File: config.mk
export PLATFORM = sky130hd
export DESIGN_NAME = sysctrl_gen_flat
export DESIGN_NICKNAME = d
export VERILOG_FILES = /design/src/rtl/sysctrl_gen_if.sv /design/src/rtl/sysctrl_gen.sv /design/src/flat_wrapper.sv
export SDC_FILE = /design/constraint.sdc
export NUM_CORES = 1
export LEC_CHECK = 0
export ABC_AREA = 1
export ABC_CLOCK_PERIOD_IN_PS = 2180
export CORE_MARGIN = 5
export CORE_UTILIZATION = 35
export DETAILED_ROUTE_END_ITERATION = 6
export PLACE_DENSITY = 0.66
export SLEW_MARGIN = 15
export SYNTH_ARGS = -nofsm -noshare
export SYNTH_HDL_FRONTEND = slang
export SYNTH_SLANG_ARGS = --single-unit
File: constraint.sdc
create_clock -name clk -period 2.18 [get_ports clk]
set_clock_uncertainty 0.05 [all_clocks]
set_input_delay 0.436 -clock clk [delete_from_list [all_inputs] [get_ports clk]]
set_output_delay 0.436 -clock clk [all_outputs]
set_load 0.02 [all_outputs]
File: src/rtl/sysctrl_gen_if.sv
// MCU byte-stream bus for sysctrl_gen.
// master: MCU side drives strobes/data; slave: controller replies.
interface sysctrl_gen_if;
   logic       data_in_strobe;
   logic       data_in_start;
   logic [7:0] data_in;
   logic [7:0] data_out;

   modport master (
      output data_in_strobe,
      output data_in_start,
      output data_in,
      input  data_out
   );

   modport slave (
      input  data_in_strobe,
      input  data_in_start,
      input  data_in,
      output data_out
   );
endinterface

File: src/rtl/sysctrl_gen.sv
// System controller: framed MCU command decoder for leds, color,
// config regs, IO ports, interrupts and a streamed menu ROM.
// Ports: clk/reset_n, mcu (byte bus), int_*, buttons/leds/color,
// port_* (per-port slices), cfg_values/cfg_strobe, menu_addr/data.
module sysctrl_gen #(
   parameter logic [7:0] CORE_ID   = 8'h01,
   parameter int         NUM_PORTS = 2,
   parameter int         CFG_REGS  = 16,
   parameter int         MENU_AW   = 12
) (
   input  logic                     clk,
   input  logic                     reset_n,
   sysctrl_gen_if.slave             mcu,
   output logic                     int_out_n,
   input  logic [7:0]               int_in,
   output logic [7:0]               int_ack,
   input  logic [1:0]               buttons,
   output logic [1:0]               leds,
   output logic [23:0]              color,
   input  logic [32*NUM_PORTS-1:0]  port_status,
   input  logic [8*NUM_PORTS-1:0]   port_out_available,
   input  logic [8*NUM_PORTS-1:0]   port_out_data,
   output logic [NUM_PORTS-1:0]     port_out_strobe,
   input  logic [8*NUM_PORTS-1:0]   port_in_available,
   output logic [NUM_PORTS-1:0]     port_in_strobe,
   output logic [7:0]               port_in_data,
   output logic [8*CFG_REGS-1:0]    cfg_values,
   output logic [CFG_REGS-1:0]      cfg_strobe,
   output logic [MENU_AW-1:0]       menu_addr,
   input  logic [7:0]               menu_data
);

   localparam logic [7:0] NP8 = 8'(NUM_PORTS);
   localparam logic [7:0] CR8 = 8'(CFG_REGS);

   logic [7:0]              cnt_q, cnt_d;
   logic [7:0]              cmd_q, cmd_d;
   logic [7:0]              id_q, id_d;
   logic [7:0]              sub_q, sub_d;
   logic [7:0]              pidx_q, pidx_d;
   logic [1:0]              leds_q, leds_d;
   logic [23:0]             color_q, color_d;
   logic [7:0]              ack_q, ack_d;
   logic                    sys_int_q, sys_int_d;
   logic                    cold_q, cold_d;
   logic [8*CFG_REGS-1:0]   cfg_q, cfg_d;
   logic [CFG_REGS-1:0]     cstb_q, cstb_d;
   logic [MENU_AW-1:0]      menu_q, menu_d;
   logic [7:0]              dout_q, dout_d;
   logic [7:0]              pind_q, pind_d;
   logic [NUM_PORTS-1:0]    postb_q, postb_d;
   logic [NUM_PORTS-1:0]    pistb_q, pistb_d;
   logic [NUM_PORTS-1:0]    edge_q, edge_d;

   logic [NUM_PORTS-1:0]    avail_nz;
   logic [7:0]              avail_map;
   logic                    pidx_ok;
   logic [31:0]             sel_status;
   logic [7:0]              sel_oav;
   logic [7:0]              sel_iav;
   logic [7:0]              sel_odata;
   logic [7:0]              din;

   function automatic logic [7:0] rev8(input logic [7:0] v);
      logic [7:0] r;
      for (int i = 0; i < 8; i++) r[i] = v[7-i];
      return r;
   endfunction

   assign din     = mcu.data_in;
   assign pidx_ok = pidx_q < NP8;

   // Per-port views; pidx selection is done by loop compare so an
   // out-of-range index simply selects nothing.
   always_comb begin
      avail_map  = '0;
      sel_status = '0;
      sel_oav    = '0;
      sel_iav    = '0;
      sel_odata  = '0;
      for (int p = 0; p < NUM_PORTS; p++) begin
         avail_nz[p]  = |port_out_available[p*8 +: 8];
         avail_map[p] = avail_nz[p];
         if (pidx_q == 8'(p)) begin
            sel_status = port_status[p*32 +: 32];
            sel_oav    = port_out_available[p*8 +: 8];
            sel_iav    = port_in_available[p*8 +: 8];
            sel_odata  = port_out_data[p*8 +: 8];
         end
      end
   end

   always_comb begin
      cnt_d     = cnt_q;
      cmd_d     = cmd_q;
      id_d      = id_q;
      sub_d     = sub_q;
      pidx_d    = pidx_q;
      leds_d    = leds_q;
      color_d   = color_q;
      ack_d     = '0;
      cold_d    = cold_q;
      cfg_d     = cfg_q;
      cstb_d    = '0;
      menu_d    = menu_q;
      dout_d    = dout_q;
      pind_d    = pind_q;
      postb_d   = '0;
      pistb_d   = '0;
      edge_d    = avail_nz;

      // Clear first so a coincident rising edge wins.
      sys_int_d = sys_int_q;
      if (ack_q[0]) sys_int_d = 1'b0;
      if (|(avail_nz & ~edge_q)) sys_int_d = 1'b1;

      if (mcu.data_in_strobe) begin
         if (mcu.data_in_start) begin
            cmd_d = din;
            cnt_d = 8'd1;
         end else if (cnt_q != 8'd0 && cmd_q <= 8'd8) begin
            cnt_d  = (cnt_q == 8'hff) ? cnt_q : cnt_q + 8'd1;
            dout_d = '0;
            unique case (cmd_q)
               8'd0: begin
                  case (cnt_q)
                     8'd1:    dout_d = 8'h5c;
                     8'd2:    dout_d = 8'h42;
                     8'd3:    dout_d = CORE_ID;
                     default: dout_d = '0;
                  endcase
               end
               8'd1: begin
                  if (cnt_q == 8'd1) leds_d = din[1:0];
               end
               8'd2: begin
                  case (cnt_q)
                     8'd1:    color_d[15:8]  = rev8(din);
                     8'd2:    color_d[7:0]   = rev8(din);
                     8'd3:    color_d[23:16] = rev8(din);
                     default: ;
                  endcase
               end
               8'd3: dout_d = {6'b0, buttons};
               8'd4: begin
                  if (cnt_q == 8'd1) begin
                     id_d = din;
                  end else if (cnt_q == 8'd2 && id_q < CR8) begin
                     for (int r = 0; r < CFG_REGS; r++) begin
                        if (id_q == 8'(r)) begin
                           cfg_d[r*8 +: 8] = din;
                           cstb_d[r]       = 1'b1;
                        end
                     end
                  end
               end
               8'd5: begin
                  if (cnt_q == 8'd1) ack_d = din;
                  dout_d = {int_in[7:1], sys_int_q};
               end
               8'd6: begin
                  case (cnt_q)
                     8'd1: begin
                        dout_d = {6'b0, |avail_nz, cold_q};
                        cold_d = 1'b0;
                     end
                     8'd2:    dout_d = avail_map;
                     default: dout_d = '0;
                  endcase
               end
               8'd7: begin
                  if (cnt_q == 8'd1) begin
                     sub_d  = din;
                     dout_d = NP8;
                  end else if (cnt_q == 8'd2) begin
                     pidx_d = din;
                     dout_d = (din < NP8) ? 8'h00 : 8'hff;
                  end else if (pidx_ok) begin
                     case (sub_q)
                        8'd0: begin
                           case (cnt_q)
                              8'd3:    dout_d = sel_oav;
                              8'd4:    dout_d = sel_iav;
                              8'd5:    dout_d = sel_status[31:24];
                              8'd6:    dout_d = sel_status[23:16];
                              8'd7:    dout_d = sel_status[15:8];
                              8'd8:    dout_d = sel_status[7:0];
                              default: dout_d = '0;
                           endcase
                        end
                        8'd1: begin
                           dout_d = sel_odata;
                           for (int p = 0; p < NUM_PORTS; p++)
                              if (pidx_q == 8'(p)) postb_d[p] = din[0];
                        end
                        8'd2: begin
                           pind_d = din;
                           for (int p = 0; p < NUM_PORTS; p++)
                              if (pidx_q == 8'(p)) pistb_d[p] = 1'b1;
                        end
                        default: dout_d = '0;
                     endcase
                  end
               end
               8'd8: begin
                  // ROM has 1-cycle latency: address is primed on
                  // byte 1 and each later byte consumes and advances.
                  if (cnt_q == 8'd1) begin
                     menu_d = '0;
                  end else begin
                     dout_d = menu_data;
                     menu_d = menu_q + MENU_AW'(1);
                  end
               end
               default: ;
            endcase
         end
      end
   end

   always_ff @(posedge clk or negedge reset_n) begin
      if (!reset_n) begin
         cnt_q     <= '0;
         cmd_q     <= '0;
         id_q      <= '0;
         sub_q     <= '0;
         pidx_q    <= '0;
         leds_q    <= '0;
         color_q   <= '0;
         ack_q     <= '0;
         sys_int_q <= 1'b1;
         cold_q    <= 1'b1;
         cfg_q     <= '0;
         cstb_q    <= '0;
         menu_q    <= '0;
         dout_q    <= '0;
         pind_q    <= '0;
         postb_q   <= '0;
         pistb_q   <= '0;
         edge_q    <= '0;
      end else begin
         cnt_q     <= cnt_d;
         cmd_q     <= cmd_d;
         id_q      <= id_d;
         sub_q     <= sub_d;
         pidx_q    <= pidx_d;
         leds_q    <= leds_d;
         color_q   <= color_d;
         ack_q     <= ack_d;
         sys_int_q <= sys_int_d;
         cold_q    <= cold_d;
         cfg_q     <= cfg_d;
         cstb_q    <= cstb_d;
         menu_q    <= menu_d;
         dout_q    <= dout_d;
         pind_q    <= pind_d;
         postb_q   <= postb_d;
         pistb_q   <= pistb_d;
         edge_q    <= edge_d;
      end
   end

   assign mcu.data_out    = dout_q;
   assign int_out_n       = ~((|int_in) | sys_int_q);
   assign int_ack         = ack_q;
   assign leds            = leds_q;
   assign color           = color_q;
   assign port_out_strobe = postb_q;
   assign port_in_strobe  = pistb_q;
   assign port_in_data    = pind_q;
   assign cfg_values      = cfg_q;
   assign cfg_strobe      = cstb_q;
   assign menu_addr       = menu_q;

endmodule

File: src/flat_wrapper.sv
// flat-port wrapper written by rule: the top's interface ports become plain ports
module sysctrl_gen_flat 
#(
   parameter logic [7:0] CORE_ID   = 8'h01,
   parameter int         NUM_PORTS = 2,
   parameter int         CFG_REGS  = 16,
   parameter int         MENU_AW   = 12
)
  (clk, reset_n, int_out_n, int_in, int_ack, buttons, leds, color, port_status, port_out_available, port_out_data, port_out_strobe, port_in_available, port_in_strobe, port_in_data, cfg_values, cfg_strobe, menu_addr, menu_data, mcu_data_in_strobe, mcu_data_in_start, mcu_data_in, mcu_data_out);
  sysctrl_gen_if mcu_i ();
  input  logic clk;
  input  logic reset_n;
  output logic int_out_n;
  input  logic [7:0] int_in;
  output logic [7:0] int_ack;
  input  logic [1:0] buttons;
  output logic [1:0] leds;
  output logic [23:0] color;
  input  logic [32*NUM_PORTS-1:0] port_status;
  input  logic [8*NUM_PORTS-1:0] port_out_available;
  input  logic [8*NUM_PORTS-1:0] port_out_data;
  output logic [NUM_PORTS-1:0] port_out_strobe;
  input  logic [8*NUM_PORTS-1:0] port_in_available;
  output logic [NUM_PORTS-1:0] port_in_strobe;
  output logic [7:0] port_in_data;
  output logic [8*CFG_REGS-1:0] cfg_values;
  output logic [CFG_REGS-1:0] cfg_strobe;
  output logic [MENU_AW-1:0] menu_addr;
  input  logic [7:0] menu_data;
  input wire logic [$bits(mcu_i.data_in_strobe)-1:0] mcu_data_in_strobe;
  input wire logic [$bits(mcu_i.data_in_start)-1:0] mcu_data_in_start;
  input wire logic [$bits(mcu_i.data_in)-1:0] mcu_data_in;
  output wire logic [$bits(mcu_i.data_out)-1:0] mcu_data_out;
  assign mcu_i.data_in_strobe = mcu_data_in_strobe;
  assign mcu_i.data_in_start = mcu_data_in_start;
  assign mcu_i.data_in = mcu_data_in;
  assign mcu_data_out = mcu_i.data_out;
  sysctrl_gen #(.CORE_ID(CORE_ID), .NUM_PORTS(NUM_PORTS), .CFG_REGS(CFG_REGS), .MENU_AW(MENU_AW)) u_core (.clk(clk), .reset_n(reset_n), .mcu(mcu_i), .int_out_n(int_out_n), .int_in(int_in), .int_ack(int_ack), .buttons(buttons), .leds(leds), .color(color), .port_status(port_status), .port_out_available(port_out_available), .port_out_data(port_out_data), .port_out_strobe(port_out_strobe), .port_in_available(port_in_available), .port_in_strobe(port_in_strobe), .port_in_data(port_in_data), .cfg_values(cfg_values), .cfg_strobe(cfg_strobe), .menu_addr(menu_addr), .menu_data(menu_data));
endmodule
# Word-level counts from Yosys, hierarchy flattened
# Index checks and enable logic that the tools add are counted.
# word_totals
in_bits,142
register_bits,254
word_cells,198
# op_classes
add_sub_neg,2
mux,71
n_bitwise,7
n_reduce_logical,43
eq_ne,36
magnitude_cmp,4
# op_table
op,count
$mux W8,19
$reduce_and A7 Y1,16
$eq A8 B3 Y1 const B,12
$mux W16,6
$pmux W8 S6,2
$eq A8 B4 Y1 const B,10
$mux W32,2
$eq A8 B2 Y1 const B,7
$eq A8 B1 Y1 const B,5
$reduce_and A5 Y1,7
$logic_not A8 Y1,4
$mux W2,16
$reduce_or A8 Y1,3
$mux W1,22
$pmux W7 S3,1
$lt A8 B2 Y1 const B,2
$pmux W8 S2,1
$reduce_or A16 Y1,1
$add A12 B1 Y12 const B,1
$mux W12,1
$add A8 B1 Y8 const B,1
$eq A8 B8 Y1 const B,1
$le A8 B4 Y1 const B,1
$lt A8 B5 Y1 const B,1
other kinds (15),21

# Logic depth before layout (Yosys ltp)
# logic_depth
word_depth,10
mapped_depth,17

# Least setup slack after synthesis
# OpenSTA, ideal clock, no wires.
# synth_timing
path_kind,register -> register
from,register u_core.id_q[4]
to,"register u_core.cfg_q[126], in the netlist u_core.cfg_values[126]"
t_required_ns,1.996
stages_incl_launch_ff,9
slack_ns,0.111
path_buffers,2
t_arrival_ns,1.886
path_cell_list,dfrtp_1 nor4_1 clkinv_1 buf_2 nor4_1 nand3_1 buf_2 nand2_1 o21ai_0
# synth_between
elab_chain_cells,3
# synth_rtl
element,line,source
from (decl),sysctrl_gen.sv:38,"logic [7:0] id_q, id_d;"
from (signal assigned),sysctrl_gen.sv:244,id_q <= id_d;
$lt A8 B5 Y1,sysctrl_gen.sv:148,end else if (cnt_q == 8'd2 && id_q < CR8) begin
$logic_and A1 B1 Y1,sysctrl_gen.sv:148,
$reduce_and A7 Y1 (no source line) *,-,
to (signal assigned),sysctrl_gen.sv:252,cfg_q <= cfg_d;
to (decl),sysctrl_gen.sv:46,"logic [8*CFG_REGS-1:0] cfg_q, cfg_d;"
# Every way passes the cells marked *; elsewhere a longest branch is shown, timed or not.
# A chain may end at the register's enable or synchronous reset.

# Final worst setup path
# layout_timing
from,"register u_core.menu_q[1], in the netlist u_core.menu_addr[1]"
to,output port menu_addr[1]
# layout_rtl
element,line,source
from (decl),sysctrl_gen.sv:48,"logic [MENU_AW-1:0] menu_q, menu_d;"
from (signal assigned),sysctrl_gen.sv:254,menu_q <= menu_d;
to (decl),flat_wrapper.sv:28,output logic [MENU_AW-1:0] menu_addr;
# No word-level cell between the ends.

==> metrics.yaml <==
max_stage_delay_ns: 0.64
finalPower_w: 0.0117
synthFlopType: "dfrtp_1"
pre_cts_ws_ns: -0.298
final_cells: 2298
cts_made_buffers: 27
p_leak_nw: 7.96
crit_path_cell_trace: "clkdlybuf4s50_1"
final_net_count: 1981
vias_per_cell: 4.93
grt_setup_unrepaired: "yes"
pin_count: 353
path_buf_inv: 1
min_path_type: "input port to async pin"
drt_pass1_iterations: 5
path_clk_slew_ns: 0.06
hold_violations: 0
dpl.cell_count: 2234
worstMarginPinSlew_ns: 0.564
vdd_drop_max_mv: 0.619
track_usage: 0.218
clkLatencyLatePin_ns: 0.56
ys.warnings.count: 0
drive_gt1_frac: 0.108
layout_setup_ws_ns: 0.0598
crit_slowest_cell: "clkdlybuf4s50_1"
grt_pass1_wl_um: 63900
slew_headroom: 0.622
antenna_found_initial: 3
yosysTopAreaCell: "dfrtp_1"
cts_tree: "done"
pwr-share-seq: 0.414
power_density_nw_per_um2: 663
drt_iter0_drc: 537
row_count: 66
clockRootBuffer: "clkbuf_16"
synth_area_per_cell_um2: 8.16
dieHeight_um: 192
synth_nets: 1568
syn_to_final_growth_pct: 51.8
period_needed_ns: 2.12
syn_area_um2: 11600
h-tree-depth: 1
synth_edf_count: 0
syn_inst: 1421
startpoint_type: "flip-flop"
ant_nets: 0
clockPowerShare: 0.437
synth.top_cells.by_count: "nand2_1 (480), dfrtp_1 (252), o21ai_0 (199)"
place_congestion: 0.924
drv_slew: 0
route.detailed.drc: 0
grt_overflow: 0
ys_ff_latch: 254
r2r_setup_slack_ns: 0.09
io_buffer_count: 352
status: "finished, final reports clean"
critPathMaxFanout: 5
grt_max_degree: 59
netlist_top_cells_area: "dfrtp_1 (54%), nand2_1 (16%), o21ai_0 (8.6%), nand3_1 (4.1%), nor2_1 (3.1%)"
place_area_um2: 16200
p_switching_w: 0.00298
netlist.area_leader.share: 0.544
fmax_mhz: 472
p_sw_frac: 0.255
p_int_w: 0.00870
period_share: 0.973
post_drt_wl_per_cell_um: 18.4
cts.sinks: 254
hpwl_um: 30200
core_um2: 32600
cap_violations: 0
power_frac_comb: 0.149
grt_pass1_vias: 11449
setup_viol: 0
vias: 11327
path_delay_family: "buffers and inverters"
die_width_um: 192
yosysMostFrequentCell: "nand2_1"
path_class: "flip-flop to output pin"
dieArea_um2: 36900
async_flop_share: 1.00
end_kind: "output pin"
clk_path_buf_depth: 3
fillers: 2975
start_util: 0.356
synth-seq-area-share: 0.548
routed_wl_um: 42200
crit_arrival_ns: 1.63
required_ns: 1.69
netlist-cell-type-count: 39
fin_area_um2: 17600
-- registers in the layout, summed over array words and instances, names as in the netlist --
signal,cells
u_core.pidx_q,8
u_core.cold_q,1
u_core.cmd_q,8
u_core.port_out_strobe,2
u_core.cfg_strobe,16
u_core.cfg_values,128
u_core.mcu.data_out,8
u_core.edge_q,2
u_core.int_ack,8
u_core.color,24
u_core.cnt_q,8
u_core.port_in_data,8
u_core.leds,2
u_core.sub_q,8
u_core.port_in_strobe,2
u_core.sys_int_q,1
u_core.id_q,8
u_core.menu_addr,12
-- cells in the final DEF (no fill, tap or decap), drive strengths merged, types with 9 or more instances in the layout --
master and n:
a21oi 19, a32o 9, buf 105, clkbuf 38
clkdlybuf4s50 348, dfrtp 252, inv 78, nand2 480
nand3 94, nand4 21, nor2 98, nor3 36
nor4 22, o21ai 200
-- metal layers --
metal	track usage	up-vias	share of wire
met3	0.0698	77	0.098
met1	0.259	5331	0.40
li1	-	5506	-
met2	0.381	409	0.48
met4	0.0623	4	0.027
met5	0	-	0.00064
-- logic make-up (layout without fill, tap and decap cells) --
family | after synthesis | count (layout) | synth area share
AND/OR/NAND/NOR | 756 | 756 | 0.274
flip-flops | 254 | 254 | 0.548
AO/OA/AOI/OAI | 244 | 244 | 0.113
buffers and inverters | 155 | 588 | 0.0540
XOR/XNOR | 7 | 7 | 0.00528
adder cells (fa/ha/maj) | 5 | 5 | 0.00539
other | 0 | 2 | 0
-- power by group through the flow --
| stage | Sequential (W) | Clock, W | Combinational, W |
|---|---|---|---|
| finish | 0.00483 | 0.00510 | 0.00174 |
| global route | 0.00484 | 0.00542 | 0.00190 |
| floorplan | 0.00493 | 0 | 0.000643 |
| detailed placement | 0.00492 | 0 | 0.00153 |
| CTS | 0.00483 | 0.00520 | 0.00158 |
| global placement | 0.00491 | 0 | 0.00151 |
-- area by class of cell --
type / count / area, um^2 / share of cell area
clock buffers: 36 / 759 / 0.0431
repair buffers: 458 / 4580 / 0.260
diodes: 2 / 5.00 / 0.000284
flip-flops and latches: 254 / 6360 / 0.361
well taps: 442 / 553 / 0.0314
multi-input cells: 1012 / 4800 / 0.273
clock inverters: 13 / 238 / 0.0135
inverters: 81 / 310 / 0.0176
-- worst paths after layout --
path	to	cells past startpoint	from
setup reg to reg	u_core.port_in_data[7]$_DFFE_PN0P_	12	u_core.cnt_q[1]$_DFFE_PN0P_
setup / recovery	menu_addr[1]	1	u_core.menu_addr[1]$_DFFE_PN0P_
max in group asynchronous	u_core.menu_addr[2]$_DFFE_PN0P_	3	reset_n
hold / removal	u_core.cfg_values[46]$_DFFE_PN0P_	2	reset_n
min in group clk	u_core.port_in_data[2]$_DFFE_PN0P_	2	u_core.port_in_data[2]$_DFFE_PN0P_
hold reg to reg	u_core.port_in_data[2]$_DFFE_PN0P_	2	u_core.port_in_data[2]$_DFFE_PN0P_
-- through the flow --
stage	util	setup TNS [ns]	hold WS, ns
3_3_place_gp	0.498	-17.15	0.351
4_1_cts	0.530	0	0.355
5_1_grt	0.540	-0.0702	0.380
6_report	0.540	0	0.357
3_5_place_dp	0.498	-20.18	0.354
2_1_floorplan	-	0	0.0904
-- timing repair --
action | in CTS | in global routing
hold buffers | 1 | 0
setup endpoints to repair | 22 | 192
gates cloned | 0 | 3
pin swaps | 0 | 7
hold endpoints to repair | 52 | 0
buffers inserted | 2 | 7
gates resized for setup | 10 | 62
No activity file was read; power rests on OpenSTA's default activity.
